<file path="config.mk">
export PLATFORM = sky130hd
export DESIGN_NAME = mem_port_arb_flat
export DESIGN_NICKNAME = d
export VERILOG_FILES = /design/src/rtl/mem_port_arb_if.sv /design/src/rtl/mem_port_arb.sv /design/src/flat_wrapper.sv
export SDC_FILE = /design/constraint.sdc
export NUM_CORES = 1
export LEC_CHECK = 0
export CORE_ASPECT_RATIO = 0.9
export CORE_MARGIN = 2
export CORE_UTILIZATION = 20
export DETAILED_ROUTE_END_ITERATION = 8
export PLACE_DENSITY = 0.9
export SETUP_SLACK_MARGIN = 0.3
export SLEW_MARGIN = 20
export SYNTH_ARGS = -nofsm -noshare
export SYNTH_HDL_FRONTEND = slang
export SYNTH_SLANG_ARGS = --single-unit
export TNS_END_PERCENT = 1
</file>
<file path="constraint.sdc">
create_clock -name clk -period 1.9 [get_ports clk]
set_clock_uncertainty 0.15 [all_clocks]
set_input_delay 0.285 -clock clk [delete_from_list [all_inputs] [get_ports clk]]
set_output_delay 0.285 -clock clk [all_outputs]
set_load 0.05 [all_outputs]
</file>
<file path="src/rtl/mem_port_arb_if.sv">
// Bus bundle between the fetch/load-store requesters, the memory array and mem_port_arb.
// The slave modport is the arbiter's view; master is the environment's view.
interface mem_port_arb_if #(
  parameter int unsigned DATA_WIDTH = 32,
  parameter int unsigned ADDR_W     = 10
);
  logic                  i_if_req;
  logic [ADDR_W-1:0]     i_if_addr;
  logic                  i_if_flush;
  logic                  o_if_gnt;
  logic                  o_if_vld;
  logic [DATA_WIDTH-1:0] o_if_rdata;

  logic                  i_ls_req;
  logic                  i_ls_we;
  logic [ADDR_W-1:0]     i_ls_addr;
  logic [DATA_WIDTH-1:0] i_ls_wdata;
  logic                  o_ls_gnt;
  logic                  o_ls_vld;
  logic [DATA_WIDTH-1:0] o_ls_rdata;

  logic                  o_mem_en;
  logic                  o_mem_we;
  logic [ADDR_W-1:0]     o_mem_addr;
  logic [DATA_WIDTH-1:0] o_mem_wdata;
  logic [DATA_WIDTH-1:0] i_mem_rdata;

  modport slave (
    input  i_if_req, i_if_addr, i_if_flush,
    output o_if_gnt, o_if_vld, o_if_rdata,
    input  i_ls_req, i_ls_we, i_ls_addr, i_ls_wdata,
    output o_ls_gnt, o_ls_vld, o_ls_rdata,
    output o_mem_en, o_mem_we, o_mem_addr, o_mem_wdata,
    input  i_mem_rdata
  );

  modport master (
    output i_if_req, i_if_addr, i_if_flush,
    input  o_if_gnt, o_if_vld, o_if_rdata,
    output i_ls_req, i_ls_we, i_ls_addr, i_ls_wdata,
    input  o_ls_gnt, o_ls_vld, o_ls_rdata,
    input  o_mem_en, o_mem_we, o_mem_addr, o_mem_wdata,
    output i_mem_rdata
  );
endinterface

</file>
<file path="src/rtl/mem_port_arb.sv">
// Single-cycle arbiter sharing one single-port memory between instruction fetch and
// load/store. Load/store wins by default; a saturating wait counter bounds fetch starvation.
module mem_port_arb #(
  parameter int unsigned DATA_WIDTH = 32,
  parameter int unsigned MEM_DEPTH  = 1024,
  parameter int unsigned MAX_WAIT   = 4
) (
  input logic           clk,
  input logic           rst,
  mem_port_arb_if.slave arb_io
);
  localparam int unsigned ADDR_W = $clog2(MEM_DEPTH);

  typedef enum logic [1:0] {OwnNone, OwnIf, OwnLsRd, OwnLsWr} owner_e;

  owner_e                owner_q, owner_d;
  logic [3:0]            wait_q, wait_d;
  logic                  if_ok, ls_ok, if_gnt, ls_gnt;
  logic                  if_vld, ls_vld;
  logic                  mem_we;
  logic [ADDR_W-1:0]     mem_addr;
  logic [DATA_WIDTH-1:0] mem_wdata;

  always_comb begin
    if_ok  = arb_io.i_if_req & ~arb_io.i_if_flush;
    ls_ok  = arb_io.i_ls_req;
    // Grants are gated by rst so nothing reaches the memory while reset is asserted.
    if_gnt = ~rst & if_ok & (~ls_ok | (wait_q >= 4'(MAX_WAIT)));
    ls_gnt = ~rst & ls_ok & ~if_gnt;

    mem_we    = 1'b0;
    mem_addr  = '0;
    mem_wdata = '0;
    owner_d   = OwnNone;
    if (if_gnt) begin
      mem_addr = arb_io.i_if_addr;
      owner_d  = OwnIf;
    end else if (ls_gnt) begin
      mem_we    = arb_io.i_ls_we;
      mem_addr  = arb_io.i_ls_addr;
      mem_wdata = arb_io.i_ls_wdata;
      owner_d   = arb_io.i_ls_we ? OwnLsWr : OwnLsRd;
    end

    wait_d = wait_q;
    if (if_gnt | ~arb_io.i_if_req | arb_io.i_if_flush) begin
      wait_d = '0;
    end else if (if_ok && wait_q != 4'hF) begin
      wait_d = wait_q + 4'd1;
    end

    // A flush in the response cycle kills the fetch data from the previous grant.
    if_vld = ~rst & (owner_q == OwnIf) & ~arb_io.i_if_flush;
    ls_vld = ~rst & ((owner_q == OwnLsRd) | (owner_q == OwnLsWr));
  end

  always_ff @(posedge clk or posedge rst) begin
    if (rst) begin
      owner_q <= OwnNone;
      wait_q  <= '0;
    end else begin
      owner_q <= owner_d;
      wait_q  <= wait_d;
    end
  end

  assign arb_io.o_if_gnt    = if_gnt;
  assign arb_io.o_ls_gnt    = ls_gnt;
  assign arb_io.o_mem_en    = if_gnt | ls_gnt;
  assign arb_io.o_mem_we    = mem_we;
  assign arb_io.o_mem_addr  = mem_addr;
  assign arb_io.o_mem_wdata = mem_wdata;
  assign arb_io.o_if_vld    = if_vld;
  assign arb_io.o_ls_vld    = ls_vld;
  assign arb_io.o_if_rdata  = if_vld ? arb_io.i_mem_rdata : '0;
  assign arb_io.o_ls_rdata  = (ls_vld && owner_q == OwnLsRd) ? arb_io.i_mem_rdata : '0;
endmodule

</file>
<file path="src/flat_wrapper.sv">
// flat-port wrapper written by rule: the top's interface ports become plain ports
module mem_port_arb_flat 
#(
  parameter int unsigned DATA_WIDTH = 32,
  parameter int unsigned MEM_DEPTH  = 1024,
  parameter int unsigned MAX_WAIT   = 4
)
  (clk, rst, arb_io_i_if_req, arb_io_i_if_addr, arb_io_i_if_flush, arb_io_o_if_gnt, arb_io_o_if_vld, arb_io_o_if_rdata, arb_io_i_ls_req, arb_io_i_ls_we, arb_io_i_ls_addr, arb_io_i_ls_wdata, arb_io_o_ls_gnt, arb_io_o_ls_vld, arb_io_o_ls_rdata, arb_io_o_mem_en, arb_io_o_mem_we, arb_io_o_mem_addr, arb_io_o_mem_wdata, arb_io_i_mem_rdata);
  mem_port_arb_if #(.DATA_WIDTH(DATA_WIDTH), .ADDR_W((10))) arb_io_i ();
  input logic clk;
  input logic rst;
  input wire logic [$bits(arb_io_i.i_if_req)-1:0] arb_io_i_if_req;
  input wire logic [$bits(arb_io_i.i_if_addr)-1:0] arb_io_i_if_addr;
  input wire logic [$bits(arb_io_i.i_if_flush)-1:0] arb_io_i_if_flush;
  output wire logic [$bits(arb_io_i.o_if_gnt)-1:0] arb_io_o_if_gnt;
  output wire logic [$bits(arb_io_i.o_if_vld)-1:0] arb_io_o_if_vld;
  output wire logic [$bits(arb_io_i.o_if_rdata)-1:0] arb_io_o_if_rdata;
  input wire logic [$bits(arb_io_i.i_ls_req)-1:0] arb_io_i_ls_req;
  input wire logic [$bits(arb_io_i.i_ls_we)-1:0] arb_io_i_ls_we;
  input wire logic [$bits(arb_io_i.i_ls_addr)-1:0] arb_io_i_ls_addr;
  input wire logic [$bits(arb_io_i.i_ls_wdata)-1:0] arb_io_i_ls_wdata;
  output wire logic [$bits(arb_io_i.o_ls_gnt)-1:0] arb_io_o_ls_gnt;
  output wire logic [$bits(arb_io_i.o_ls_vld)-1:0] arb_io_o_ls_vld;
  output wire logic [$bits(arb_io_i.o_ls_rdata)-1:0] arb_io_o_ls_rdata;
  output wire logic [$bits(arb_io_i.o_mem_en)-1:0] arb_io_o_mem_en;
  output wire logic [$bits(arb_io_i.o_mem_we)-1:0] arb_io_o_mem_we;
  output wire logic [$bits(arb_io_i.o_mem_addr)-1:0] arb_io_o_mem_addr;
  output wire logic [$bits(arb_io_i.o_mem_wdata)-1:0] arb_io_o_mem_wdata;
  input wire logic [$bits(arb_io_i.i_mem_rdata)-1:0] arb_io_i_mem_rdata;
  assign arb_io_i.i_if_req = arb_io_i_if_req;
  assign arb_io_i.i_if_addr = arb_io_i_if_addr;
  assign arb_io_i.i_if_flush = arb_io_i_if_flush;
  assign arb_io_o_if_gnt = arb_io_i.o_if_gnt;
  assign arb_io_o_if_vld = arb_io_i.o_if_vld;
  assign arb_io_o_if_rdata = arb_io_i.o_if_rdata;
  assign arb_io_i.i_ls_req = arb_io_i_ls_req;
  assign arb_io_i.i_ls_we = arb_io_i_ls_we;
  assign arb_io_i.i_ls_addr = arb_io_i_ls_addr;
  assign arb_io_i.i_ls_wdata = arb_io_i_ls_wdata;
  assign arb_io_o_ls_gnt = arb_io_i.o_ls_gnt;
  assign arb_io_o_ls_vld = arb_io_i.o_ls_vld;
  assign arb_io_o_ls_rdata = arb_io_i.o_ls_rdata;
  assign arb_io_o_mem_en = arb_io_i.o_mem_en;
  assign arb_io_o_mem_we = arb_io_i.o_mem_we;
  assign arb_io_o_mem_addr = arb_io_i.o_mem_addr;
  assign arb_io_o_mem_wdata = arb_io_i.o_mem_wdata;
  assign arb_io_i.i_mem_rdata = arb_io_i_mem_rdata;
  mem_port_arb #(.DATA_WIDTH(DATA_WIDTH), .MEM_DEPTH(MEM_DEPTH), .MAX_WAIT(MAX_WAIT)) u_core (.clk(clk), .rst(rst), .arb_io(arb_io_i));
endmodule
</file>
; ---- Yosys cells after proc, flatten, opt, wreduce, memory -nomap -nowiden
; Cells that the tools add are included.
[totals]
word_cells = 42
out_inout_bits = 112
reg_bits = 6
[classes]
eq_ne = 4
n_lt_le_gt_ge = 1
n_bitwise = 18
mux = 13
addsub = 1
n_reduce_logical = 3
[ops]
columns = cell, n
row1 = 32-bit two-way mux, 4
row2 = 10-bit two-way mux, 2
row3 = 1-bit AND, 8
row4 = 4-bit two-way mux, 2
row5 = 1-bit inverter, 5
row6 = 1-bit OR, 5
row7 = 4-bit by 1-bit adder with 4-bit output (second input constant), 1
row8 = 2-bit == test (second input constant), 2
row9 = 4-bit by 3-bit greater-or-equal comparator with 1-bit output (second input constant), 1
row10 = 2-bit two-way mux, 2
row11 = 4-bit != test (second input constant), 1
row12 = 1-bit two-way mux, 3
row13 = 2-bit by 1-bit == test with 1-bit output (second input constant), 1
row14 = 1-bit logical AND, 2
row15 = 2-bit nonzero test, 1

; ---- Longest topological paths before layout
; Gate-level depths: netlist of the first run.
[depth]
depth_word = 8
ltp_mapped = 5
ltp_nobuf = 4

; ---- Worst setup path before layout of the first run
; OpenSTA, ideal clock, no wires.
[synth_path]
kind = register to output
from = reg u_core.owner_q[1]
to = out arb_io_o_ls_rdata[10]
setup_slack_ns = -0.522
required_ns = 1.465
path_stages_with_launch = 5
arrival_time_ns = 1.987
cell_sequence = dfrtp_1 nor2b_1 nor2b_1 buf_2 and2_1
[synth_between]
elab_chain_len = 5
elab_cells_between_ends = 6
cone_classes = 2 x eq/ne / 1 x mux / 2 x bitwise / 1 x reduce/logical
[synth_rtl]
columns = element, line_no
row1 = "start, declared", mem_port_arb.sv:16  ; owner_e owner_q, owner_d;
row2 = "start signal, assigned", mem_port_arb.sv:59  ; owner_q <= OwnNone;
row3 = "start signal, assigned", mem_port_arb.sv:62  ; owner_q <= owner_d;
row4 = 2-bit == test, mem_port_arb.sv:54  ; ls_vld = ~rst & ((owner_q == OwnLsRd) | (owner_q == OwnLsWr));
row5 = 1-bit OR *, mem_port_arb.sv:54
row6 = 1-bit AND *, mem_port_arb.sv:54
row7 = named net arb_io_o_ls_vld, flat_wrapper.sv:23  ; output wire logic [$bits(arb_io_i.o_ls_vld)-1:0] arb_io_o_ls_vld;
row8 = 1-bit logical AND *, mem_port_arb.sv:76  ; assign arb_io.o_ls_rdata = (ls_vld && owner_q == OwnLsRd) ? arb_io.i_mem_rdata : '0;
row9 = 32-bit two-way mux *, mem_port_arb.sv:76
row10 = "end, declared", flat_wrapper.sv:24  ; output wire logic [$bits(arb_io_i.o_ls_rdata)-1:0] arb_io_o_ls_rdata;
; The timed path passes the listed nets; every way through them passes the cells marked *.

; ---- Final worst setup path of the first run
[layout_path]
from = reg u_core.wait_q[3]
to = out arb_io_o_mem_en
[layout_between]
elab_chain_len = 6
[layout_rtl]
columns = element, line_no
row1 = "start, declared", mem_port_arb.sv:17  ; logic [3:0] wait_q, wait_d;
row2 = "start signal, assigned", mem_port_arb.sv:63  ; wait_q <= wait_d;
row3 = 4-bit by 3-bit greater-or-equal comparator with 1-bit output *, mem_port_arb.sv:28  ; if_gnt = ~rst & if_ok & (~ls_ok | (wait_q >= 4'(MAX_WAIT)));
row4 = 1-bit OR *, mem_port_arb.sv:28
row5 = 1-bit AND *, mem_port_arb.sv:28
row6 = 1-bit inverter, mem_port_arb.sv:29  ; ls_gnt = ~rst & ls_ok & ~if_gnt;
row7 = 1-bit AND, mem_port_arb.sv:29
row8 = 1-bit OR *, mem_port_arb.sv:69  ; assign arb_io.o_mem_en = if_gnt | ls_gnt;
row9 = "end, declared", flat_wrapper.sv:25  ; output wire logic [$bits(arb_io_i.o_mem_en)-1:0] arb_io_o_mem_en;
; Every way passes the cells marked *; elsewhere a longest branch is shown, timed or not.

==> run_results.csv, run 1 <==
group,metric,value,unit
cts,numCtsBuffers,3,
worst_setup_path,reg2reg_slack,330,ps
logic_synthesis,synth_top_area_share,55.7,%
cells_and_area,mostFrequentLayoutCells,"buf_12, clkdlybuf4s50_1, and2_4, and2_2, buf_4",
cts,ctsHoldBuffers,0,
logic_synthesis,async_reset_ff_share,100,%
timing,setup_slack,-251,ps
job,drv_cap,0,
timing,period_share,113,%
logic_synthesis,synth-edff-count,0,
power_and_ir_drop,power,1390,µW
cells_and_area,finalNetCount,458,
global_routing,overflow,0,
worst_setup_path,r2r_start,"u_core.wait_q[3]",
worst_setup_path,end_kind,"output pin",
cts,cts_max_level,1,
route,viasPerCell,4.94,
worst_setup_path,r2r_cells,4,
route,post-route-drc-count,0,
worst_setup_path,startpoint_type,"flip-flop",
route,vias,2139,
worst_setup_path,critical_path_arrival,1720,ps
logic_synthesis,synth_area_per_cell,7.31,µm²
route,drt_iter0_markers,66,
outcome,status,"finished with violations",
route,dr.pass1.iters,4,
logic_synthesis,synth_nets,240,
floorplan,pin_count,202,
global_routing,antenna_found_initial,0,
logic_synthesis,synth_flop_cell,"dfrtp_1",
cts,clockBufferDepth,2,
cells_and_area,design_area,4950,µm²
timing,tns,-11460,ps
floorplan,fp.dieArea,6050,µm²
cts,tritoncts,"done",
place,gp_congestion,0.833,
route,wl_met2,6.13,mm
timing,max_slew_margin,65.1,%
route,ant_nets,0,
power_and_ir_drop,leakagePower,0.00214,µW
timing,fmax,465,MHz
cells_and_area,area_delta_synth_final,355,%
floorplan,die_w,81.8,µm
timing,setup_violations,111,
floorplan,start_util,20.7,%
global_routing,grt_pass1_vias,2340,
worst_setup_path,critPathKind,"flip-flop to output pin",
place,placed_area,4700,µm²
cells_and_area,nFillCells,130,
logic_synthesis,synth_cell_types,25,
place,dp_hpwl,6.87,mm
place,port-buffer-count,201,
cells_and_area,layout-drive-gt1-share,70.7,%
logic_synthesis,yosysTopAreaCell,"and2_1",
cts,clkTransAtPathRegs,40,ps
route,wl,11.0,mm
timing,max_slew.worst_pin.slew,523,ps
logic_synthesis,yosys_warnings,0,
power_and_ir_drop,ir_worst_vdd,0.379,mV
cts,cts-root-buf,"clkbuf_8",
global_routing,grt_pass1_wl,13.9,mm
logic_synthesis,synth.area.top_cells,"and2_1, dfrtp_1, a22o_1, buf_2, nor3_1",
logic_synthesis,netlist_area,1090,µm²
outcome,violations,"setup timing",
timing,drv_slew,0,
route,routed.top_layer,"met4",
route,avgRoutedWirePerCell,25.4,µm
worst_hold_path,holdCritPathClass,"input port to asynchronous set/reset pin",
timing,fin_hold_ws,63.7,ps
timing,fin_crit,2150,ps
cells_and_area,final_common_cell,"buf_12",
logic_synthesis,postSynthCellCount,149,
floorplan,die_h,74.0,µm
timing,hold_violations,0,
cells_and_area,final_core_util,94.2,%
cts,cts_num_sinks,6,
route,wl_met1,3.22,mm
floorplan,coreArea,5260,µm²
power_and_ir_drop,powerDensity,280,nW/µm²
global_routing,grt_usage,31.8,%
global_routing,grt_start_max_net_pins,34,
route,wl_met3,1.00,mm
cts,clk_latency,230,ps
worst_setup_path,r2r_end,"u_core.wait_q[3]",
worst_setup_path,crit_fanout,7,
cells_and_area,multi_input_area,1230,µm²
logic_synthesis,ys_seq_area_share,13.8,%
cells_and_area,seq_area,150,µm²
logic_synthesis,synth-seq-cells,6,
floorplan,fp-row-count,25,
timing,rsz0062_at_grt,"yes",
worst_setup_path,worst-endpoint-required,1460,ps
Yosys cell counts (2+ instances only):
master	count
a21o_1	2
a22o_1	10
nand3_1	2
dfrtp_1	6
and2_1	97
nor2b_1	2
nor3_1	3
nor2_1	2
buf_2	9
flip-flops by register name, indices dropped and copies added (netlist names):
name and flops:
u_core.owner_q 2, u_core.wait_q 4
layer usage:
| layer | vias up | global-route usage, % |
|---|---|---|
| li1 | 914 | - |
| met1 | 1011 | 27.6 |
| met2 | 174 | 64.0 |
| met3 | 40 | 10.1 |
| met4 | 0 | 16.1 |
| met5 | - | 0 |
critical path: stages, from the launching register on:
cell and delay (ps):
dfrtp_1 410, nor2_4 70, buf_6 130, a211oi_4 350, buf_6 210, a21o_2 160, buf_12 140
logic make-up after synthesis:
| kind of cell | Yosys count | synth area share, % |
|---|---|---|
| AOI/OAI and AO/OA | 16 | 12.8 |
| xor gates and xnor gates | 1 | 0.805 |
| and+or+nand+nor | 110 | 63.7 |
| muxes | 1 | 0.920 |
| adders and majority gates | 1 | 1.15 |
| buffers and inverters | 14 | 6.90 |
| DFF | 6 | 13.8 |
where the power goes:
part	internal (µW)	total (µW)	switching [µW]
clock network	138	210	72.5
registers	132	139	6.27
logic	561	1040	477
what timing repair did:
action                     in CTS  in global routing
pin swaps                      61                 18
gates resized for setup        26                 12
gates cloned                    4                  0
setup endpoints to repair     113                112
buffers inserted                2                  2
how the worst max path moves through the flow:
stage                           start                endpoint  slack, ps  cells past startpoint
floorplan           u_core.owner_q[1]   arb_io_o_if_rdata[22]        130                      3
global placement                  rst    arb_io_o_mem_addr[0]       -280                      6
detailed placement  arb_io_i_if_flush  arb_io_o_mem_wdata[11]       -330                      7
CTS                  u_core.wait_q[2]    arb_io_o_mem_addr[9]       -140                      6
global route         u_core.wait_q[3]         arb_io_o_mem_en       -260                      6
finish               u_core.wait_q[3]         arb_io_o_mem_en       -250                      6
layout make-up:
| cell class | instances | share of cell area, % |
|---|---|---|
| well taps | 67 | 1.69 |
| multi-input cells | 129 | 24.8 |
| clock buffers | 3 | 0.834 |
| diodes | 1 | 0.0505 |
| flip-flops and latches | 6 | 3.03 |
| repair buffers | 225 | 69.5 |
| inverters | 2 | 0.152 |
through the flow:
stage / instances / worst slack [ps]
2_1_floorplan: 149 / 132
3_3_place_gp: 421 / -277
3_5_place_dp: 421 / -334
4_1_cts: 430 / -141
5_1_grt: 432 / -262
6_report: 433 / -251
No activity file was read; power rests on OpenSTA's default activity.
==> run 2: changes to the inputs <==
--- a/config.mk
+++ b/config.mk
@@ -5,11 +5,13 @@
 export SDC_FILE = /design/constraint.sdc
 export NUM_CORES = 1
 export LEC_CHECK = 0
+export CELL_PAD_IN_SITES_DETAIL_PLACEMENT = 1
+export CELL_PAD_IN_SITES_GLOBAL_PLACEMENT = 2
 export CORE_ASPECT_RATIO = 0.9
 export CORE_MARGIN = 2
-export CORE_UTILIZATION = 20
+export CORE_UTILIZATION = 10
 export DETAILED_ROUTE_END_ITERATION = 8
-export PLACE_DENSITY = 0.9
+export PLACE_DENSITY = 0.95
 export SETUP_SLACK_MARGIN = 0.3
 export SLEW_MARGIN = 20
 export SYNTH_ARGS = -nofsm -noshare
==> run 2 against run 1 <==
The run still ends with setup timing left. Clock-buffer cell count is the same. Sequential power is essentially flat. Global-route usage shrank 18 points. Cell count grew 18%. Critical endpoint is now arb_io_o_mem_addr[0]. Design area grew 6.2%. First-iteration DRC count shrank 52%. Worst hold slack lost 33 ps. Critical path depth grew 1. Highest routed layer unchanged. Combinational power is essentially flat. Total power grew 8.8%. Register-to-register slack gained 100 ps.
==> run_results.csv, run 2 (synthesized netlist as in run 1, its figures left out) <==
group,metric,value,unit
global_routing,overflow,0,
place,gp_congestion,0.746,
route,wl,8.49,mm
cts,numCtsBuffers,3,
cts,cts_num_sinks,6,
global_routing,grt_pass1_wl,12.7,mm
worst_setup_path,end_kind,"output pin",
timing,drv_slew,0,
worst_hold_path,holdCritPathClass,"input port to asynchronous set/reset pin",
outcome,status,"finished with violations",
timing,tns,-12010,ps
cells_and_area,final_common_cell,"buf_12",
power_and_ir_drop,ir_worst_vdd,0.141,mV
global_routing,met3_usage,3.35,%
cells_and_area,finalNetCount,471,
floorplan,start_util,10.2,%
power_and_ir_drop,leakagePower,0.00225,µW
cells_and_area,layout-drive-gt1-share,70.9,%
timing,max_slew_margin,71.5,%
cts,ctsHoldBuffers,0,
floorplan,coreArea,10700,µm²
worst_setup_path,startpoint_type,"flip-flop",
cts,cts-root-buf,"clkbuf_16",
floorplan,pin_count,202,
global_routing,grt-busiest-layer,"met2",
timing,max_slew.worst_pin.slew,428,ps
cells_and_area,top_regs,"u_core.wait_q: 4 flops, u_core.owner_q: 2 flops",
cts,clkTransAtPathRegs,40,ps
route,drt_iter0_markers,32,
route,vias,2018,
global_routing,grt_usage,13.9,%
worst_setup_path,critPathLaunch,"u_core.wait_q[3]",
cells_and_area,diodes,0,
job,drv_cap,0,
global_routing,grt_use_met1,14.6,%
place,pre_cts_ws,-363,ps
cells_and_area,nFillCells,1066,
floorplan,die_h,103,µm
timing,setup_slack,-205,ps
route,viasPerCell,3.95,
timing,fin_hold_ws,30.8,ps
timing,hold_violations,0,
floorplan,die_w,114,µm
floorplan,fp.dieArea,11700,µm²
cts,clk_latency,230,ps
timing,period_share,111,%
worst_setup_path,critical_path_arrival,1670,ps
worst_setup_path,critPathKind,"flip-flop to output pin",
timing,rsz0062_at_grt,"yes",
cells_and_area,largest_register_ffs,4,
global_routing,grt_pass1_vias,2258,
place,port-buffer-count,201,
power_and_ir_drop,powerDensity,287,nW/µm²
route,ant_nets,0,
cells_and_area,final_core_util,49.0,%
cells_and_area,area_delta_synth_final,383,%
timing,fmax,475,MHz
timing,setup_violations,105,
outcome,violations,"setup timing",
floorplan,fp-row-count,36,
cells_and_area,regMostFlops,"u_core.wait_q",
route,post-route-drc-count,0,
worst_setup_path,worst-endpoint-required,1460,ps
power_and_ir_drop,power,1510,µW
route,dr.pass1.iters,2,
global_routing,met2_usage,28.2,%
cts,tritoncts,"done",
global_routing,antenna_found_initial,0,
worst_setup_path,r2r_start,"u_core.wait_q[3]",
worst_setup_path,crit_fanout,7,
global_routing,grt_start_max_net_pins,33,
cts,cts_max_level,1,
cts,clockBufferDepth,2,
timing,fin_crit,2110,ps
place,dp_hpwl,6.91,mm
cells_and_area,mostFrequentLayoutCells,"buf_12, and2_4, clkdlybuf4s50_1, buf_4, buf_6",
route,avgRoutedWirePerCell,16.6,µm
[run 2: per-stage QoR]
stage          cell area (µm²)  cells
2_1_floorplan             1390    149
3_3_place_gp              4840    493
3_5_place_dp              4840    493
4_1_cts                   5200    510
5_1_grt                   5260    511
6_report                  5260    511
[run 2: worst max-delay path, stage by stage, from the launching register on]
cell and delay [ps]:
dfrtp_1 400, nor2_4 60, buf_6 120, a211oi_4 260
buf_12 160, buf_12 120, a22o_1 170, buf_12 140
[run 2: final timing paths]
path / endpoint / slack, ps / depth (start not counted)
setup reg to reg: u_core.owner_q[0] / 430 / 5
max in group asynchronous: u_core.wait_q[3] / 1450 / 3
hold / removal: u_core.owner_q[0] / 30 / 3
setup / recovery: arb_io_o_mem_addr[0] / -210 / 7
hold reg to reg: u_core.wait_q[0] / 460 / 2
min in group clk: u_core.wait_q[0] / 460 / 2
[run 2: layout make-up]
type	count	area (µm²)	share of cell area, %
tap	133	166	3.17
sequential	6	150	2.86
multi-input combinational	129	1240	23.5
inverter	2	7.51	0.143
clock buffer	3	75.1	1.43
timing repair buffer	238	3620	68.9
[run 2: metal layers]
metal  routed length [µm]  vias to the layer above
li1                     -                      941
met1                 2920                      954
met2                 4860                      121
met3                  698                        2
met4                   23                        0
met5                    0                        -
[run 2: power by group]
group,switching (µW),leakage (µW),internal (µW)
Combinational,450,0.00213,578
Sequential,4.57,0.0000812,133
Clock,73.6,0.0000370,270
[run 2: what timing repair did]
action | CTS | global route
buffers inserted | 9 | 1
gates cloned | 5 | 0
resized for setup | 44 | 11
pin swaps | 64 | 26
setup endpoints to repair | 114 | 113
==> patch 1, RTL diff (flow settings as in run 2) <==
Re-encode `owner_e` (4 values) as one-hot, 4 bits wide.
--- a/src/rtl/mem_port_arb.sv
+++ b/src/rtl/mem_port_arb.sv
@@ -11,7 +11,7 @@
 );
   localparam int unsigned ADDR_W = $clog2(MEM_DEPTH);
 
-  typedef enum logic [1:0] {OwnNone, OwnIf, OwnLsRd, OwnLsWr} owner_e;
+  typedef enum logic [3:0] {OwnNone = 4'b0001, OwnIf = 4'b0010, OwnLsRd = 4'b0100, OwnLsWr = 4'b1000} owner_e;
 
   owner_e                owner_q, owner_d;
   logic [3:0]            wait_q, wait_d;
Check against the original RTL: same outputs for any inputs over 10 cycles, from zero or initial values and one cycle with rst high; not proved beyond that.
==> patch 1 against run 2 <==
The run still ends with negative setup slack left; worst setup slack got worse by 0.25 ns; total power fell by 15%; synthesized area rose by 5.4%; count of clock-buffer cells in the layout rose by 1; sequential cell count rose by 2; maximum frequency fell by 11%; wire length fell by 2.7%; final area fell by 4.7%.
==> patch 1: results (changes against run 2) <==
outcome: "finished, violations left"  # unchanged
violations: "negative setup slack"  # unchanged
synth_common_cells: "and2_1 (97), a22o_1 (10), dfrtp_1 (7), buf_2 (6), clkbuf_1 (6)"  # was and2_1 (97), a22o_1 (10), buf_2 (9), dfrtp_1 (6), nor3_1 (3)
synthCells: 156  # was 149
ir_drop_mv: 0.2472  # was 0.1414 mV
drive_gt1_share_pct: 65.95  # was 70.90%
vias: 1972  # was 2018
yosys.area_share.xor_xnor_pct: 1.527  # was 0.8046%
r2r-start: "u_core.wait_q[2]"  # was u_core.wait_q[3]
instances_no_fill: 529  # was 511
grt_pass1_vias: 2204  # was 2258
grt_pass1_wl_um: 12200  # was 12680 um
place.gp.congestion: 0.6797  # was 0.7462
drt_iter0_drc: 46  # was 32
synthAdderAreaFrac_pct: 1.091  # was 1.149%
reg.largest.list: "u_core.owner_q (4), u_core.wait_q (4)"  # was u_core.wait_q (4), u_core.owner_q (2)
synth.distinct_cells: 24  # was 25
synth_compound_area_share_pct: 10.14  # was 12.76%
worstSetupEndpoint: "arb_io_o_if_rdata[27]"  # was arb_io_o_mem_addr[0]
dp.cells: 519  # was 493
grt_start_max_net_pins: 44  # was 33
synthesis.nets: 247  # was 240
grt_use_met1_pct: 12.58  # was 14.57%
synthMuxAreaShare_pct: 0.8724  # was 0.9195%
crit_fanout: 8  # was 7
timing.final.ws_setup_ns: -0.4537  # was -0.2053 ns
arrival_ns: 1.92  # was 1.67 ns
numCtsBuffers: 3  # unchanged
hpwlAfterDp_um: 7083  # was 6912 um
dr.pass1.iters: 4  # was 2
p_leak_nw: 2.088  # was 2.249 nW
totalNegativeSetupSlack_ns: -28.26  # was -12.01 ns
placed_area_um2: 4732  # was 4840 um^2
startpoint: "u_core.owner_q[3]"  # was u_core.wait_q[3]
place_ws_ns: -0.5541  # was -0.3627 ns
wl_met1_um: 2670  # was 2915 um
crit_slowest_cell: "or4b_4"  # was dfrtp_1
slowest_delay_ns: 0.53  # was 0.40 ns
worstMarginPinSlew_ns: 0.3992  # was 0.4282 ns
setup_viol: 108  # was 105
timing.rr.end: "u_core.wait_q[3]"  # was u_core.owner_q[0]
reg2regPathDepth: 4  # was 5
fin_nets: 465  # was 471
met3_length_um: 1087  # was 698 um
yosys-top-cells-area: "and2_1 (53%), dfrtp_1 (15%), a22o_1 (7.6%)"  # was and2_1 (56%), dfrtp_1 (14%), a22o_1 (8.0%)
met2_usage_pct: 24.77  # was 28.21%
dr_wl_met2_um: 4461  # was 4855 um
rrSetupSlack_ns: 0.50  # was 0.43 ns
[patch 1: power groups by stage]
stage / clock (mW) / sequential (mW) / combinational, mW
after floorplan: 0 / 0.185 / 0.249
after global placement: 0 / 0.185 / 0.701
after detailed placement: 0 / 0.186 / 0.715
after CTS: 0.381 / 0.184 / 0.731
after global routing: 0.399 / 0.184 / 0.764
final: 0.377 / 0.184 / 0.730
[patch 1: area by class of cell]
class | instances | area [um^2]
clock buffer | 4 | 78.83
fill | 1185 | 6289
sequential | 8 | 201.4
inverter | 2 | 7.507
tap | 156 | 195.2
timing repair buffer | 225 | 3412
multi-input combinational | 134 | 1112
[patch 1: timing repair]
item / in CTS / in global routing
gates resized for setup: 31 / 5
endpoints found under the hold margin: 0 / 0
buffers inserted: 1 / 2
pin swaps: 37 / 16
setup endpoints to repair: 114 / 112
cloned: 1 / 2
[patch 1: critical path, delay by kind of cell, from the launching register on]
family,cells,cell delay [ns]
simple gates,3,0.85
buf+inv,3,0.44
flops,1,0.38
==> patch 2, RTL diff (settings of run 2) <==
Without the edit above. `DATA_WIDTH` is set to 32 in 3 places; all go to 64.
--- a/src/rtl/mem_port_arb_if.sv
+++ b/src/rtl/mem_port_arb_if.sv
@@ -1,7 +1,7 @@
 // Bus bundle between the fetch/load-store requesters, the memory array and mem_port_arb.
 // The slave modport is the arbiter's view; master is the environment's view.
 interface mem_port_arb_if #(
-  parameter int unsigned DATA_WIDTH = 32,
+  parameter int unsigned DATA_WIDTH = 64,
   parameter int unsigned ADDR_W     = 10
 );
   logic                  i_if_req;
--- a/src/rtl/mem_port_arb.sv
+++ b/src/rtl/mem_port_arb.sv
@@ -1,7 +1,7 @@
 // Single-cycle arbiter sharing one single-port memory between instruction fetch and
 // load/store. Load/store wins by default; a saturating wait counter bounds fetch starvation.
 module mem_port_arb #(
-  parameter int unsigned DATA_WIDTH = 32,
+  parameter int unsigned DATA_WIDTH = 64,
   parameter int unsigned MEM_DEPTH  = 1024,
   parameter int unsigned MAX_WAIT   = 4
 ) (
--- a/src/flat_wrapper.sv
+++ b/src/flat_wrapper.sv
@@ -1,7 +1,7 @@
 // flat-port wrapper written by rule: the top's interface ports become plain ports
 module mem_port_arb_flat 
 #(
-  parameter int unsigned DATA_WIDTH = 32,
+  parameter int unsigned DATA_WIDTH = 64,
   parameter int unsigned MEM_DEPTH  = 1024,
   parameter int unsigned MAX_WAIT   = 4
 )
Ports: changed (5 resized); port bits go from 202 to 362. No check against the original RTL was run, so the function may have changed too.
==> patch 2 against run 2 <==
The flow still finishes with violations (negative setup slack); non-clock buffer count grew 155; wire length increased by 100%; worst setup slack worse by 0.036 ns; sequential cell count unchanged; die area grew 60%; final area increased by 66%; sequential power hardly changed; core utilization is 0.94 points higher; final cell count rose by 70%; synthesized area grew 62%; register-to-register slack gained 0.03 ns; total power grew 45%; highest routed layer unchanged.
==> patch 2: results (changes against run 2) <==
outcome: "finished, violations left"  # unchanged
violations: "negative setup slack"  # unchanged
wl_um: 17320  # was 8494 um
grt_util_met3_pct: 4.220  # was 3.351%
grt_pass1_wl_um: 22980  # was 12680 um
timing.rr.end: "u_core.wait_q[3]"  # was u_core.owner_q[0]
place_ws_ns: -0.4694  # was -0.3627 ns
grt_use_met1_pct: 17.40  # was 14.57%
power_frac_comb_pct: 78.2  # was 68.1%
synthCells: 256  # was 149
cts_resized: 126  # was 44
timing.final.ws_setup_ns: -0.2414  # was -0.2053 ns
hpwlAfterDp_um: 13080  # was 6912 um
numCtsBuffers: 3  # unchanged
arrival_ns: 1.71  # was 1.67 ns
yosys-top-cells-area: "and2_1 (68%), dfrtp_1 (8.5%), a22o_1 (5.0%)"  # was and2_1 (56%), dfrtp_1 (14%), a22o_1 (8.0%)
met2_usage_pct: 33.05  # was 28.21%
setup_viol: 204  # was 105
portBuffers: 361  # was 201
dr_wl_met2_um: 9797  # was 4855 um
cts-root-buf: "clkbuf_16"  # unchanged
total_power_mw: 2.193  # was 1.509 mW
crit_fanout: 8  # was 7
ys_seq_area_share_pct: 8.505  # was 13.79%
vias_per_cell: 3.795  # was 3.949
ir_drop_mv: 0.2536  # was 0.1414 mV
dp.cells: 850  # was 493
grt_start_max_net_pins: 65  # was 33
worstSetupEndpoint: "arb_io_o_if_rdata[7]"  # was arb_io_o_mem_addr[0]
grt_pass1_vias: 3587  # was 2258
drt_iter0_drc: 63  # was 32
post_cts_buffers: 5  # was 9
placed_area_um2: 7924  # was 4840 um^2
synthesis.nets: 411  # was 240
seqPwrFrac_pct: 6.3  # was 9.1%
startpoint: "u_core.owner_q[1]"  # was u_core.wait_q[3]
relSlewSlack_pct: 73.18  # was 71.45%
drive_gt1_share_pct: 70.11  # was 70.90%
met3_length_um: 1518  # was 698 um
p_leak_nw: 3.656  # was 2.249 nW
instances_no_fill: 869  # was 511
synth.distinct_cells: 27  # was 25
dr.pass1.iters: 4  # was 2
wl_met1_um: 5840  # was 2915 um
place.gp.congestion: 0.7155  # was 0.7462
gr-usage-all-layers_pct: 16.39  # was 13.86%
totalNegativeSetupSlack_ns: -32.75  # was -12.01 ns
-- patch 2: cell count changes in the layout (fill, tap and decap cells not counted), sizes merged --
cell / run 2 / this run
clkbuf: 3 / 6
buf: 149 / 237
clkdlybuf4s15: 2 / 1
dlygate4sd2: 2 / 3
and2: 97 / 193
clkdlybuf4s50: 85 / 149
-- patch 2: area by class of cell --
type	instances	area, um^2
clock buffer	3	75.07
fill	1738	8725
inverter	2	7.507
multi-input combinational	225	1971
sequential	6	150.1
tap	240	300.3
timing repair buffer	393	6211
-- patch 2: cells by family (layout without fill, tap and decap cells) --
family | Yosys count | in the layout | share of synthesized area (%)
xor gates and xnor gates | 1 | 1 | 0.4962
AOI/OAI and AO/OA | 16 | 16 | 8.291
DFF | 6 | 6 | 8.504
buffers and inverters | 25 | 398 | 8.291
adders and majority gates | 1 | 1 | 0.7086
muxes | 1 | 1 | 0.5670
and+or+nand+nor | 206 | 206 | 73.14
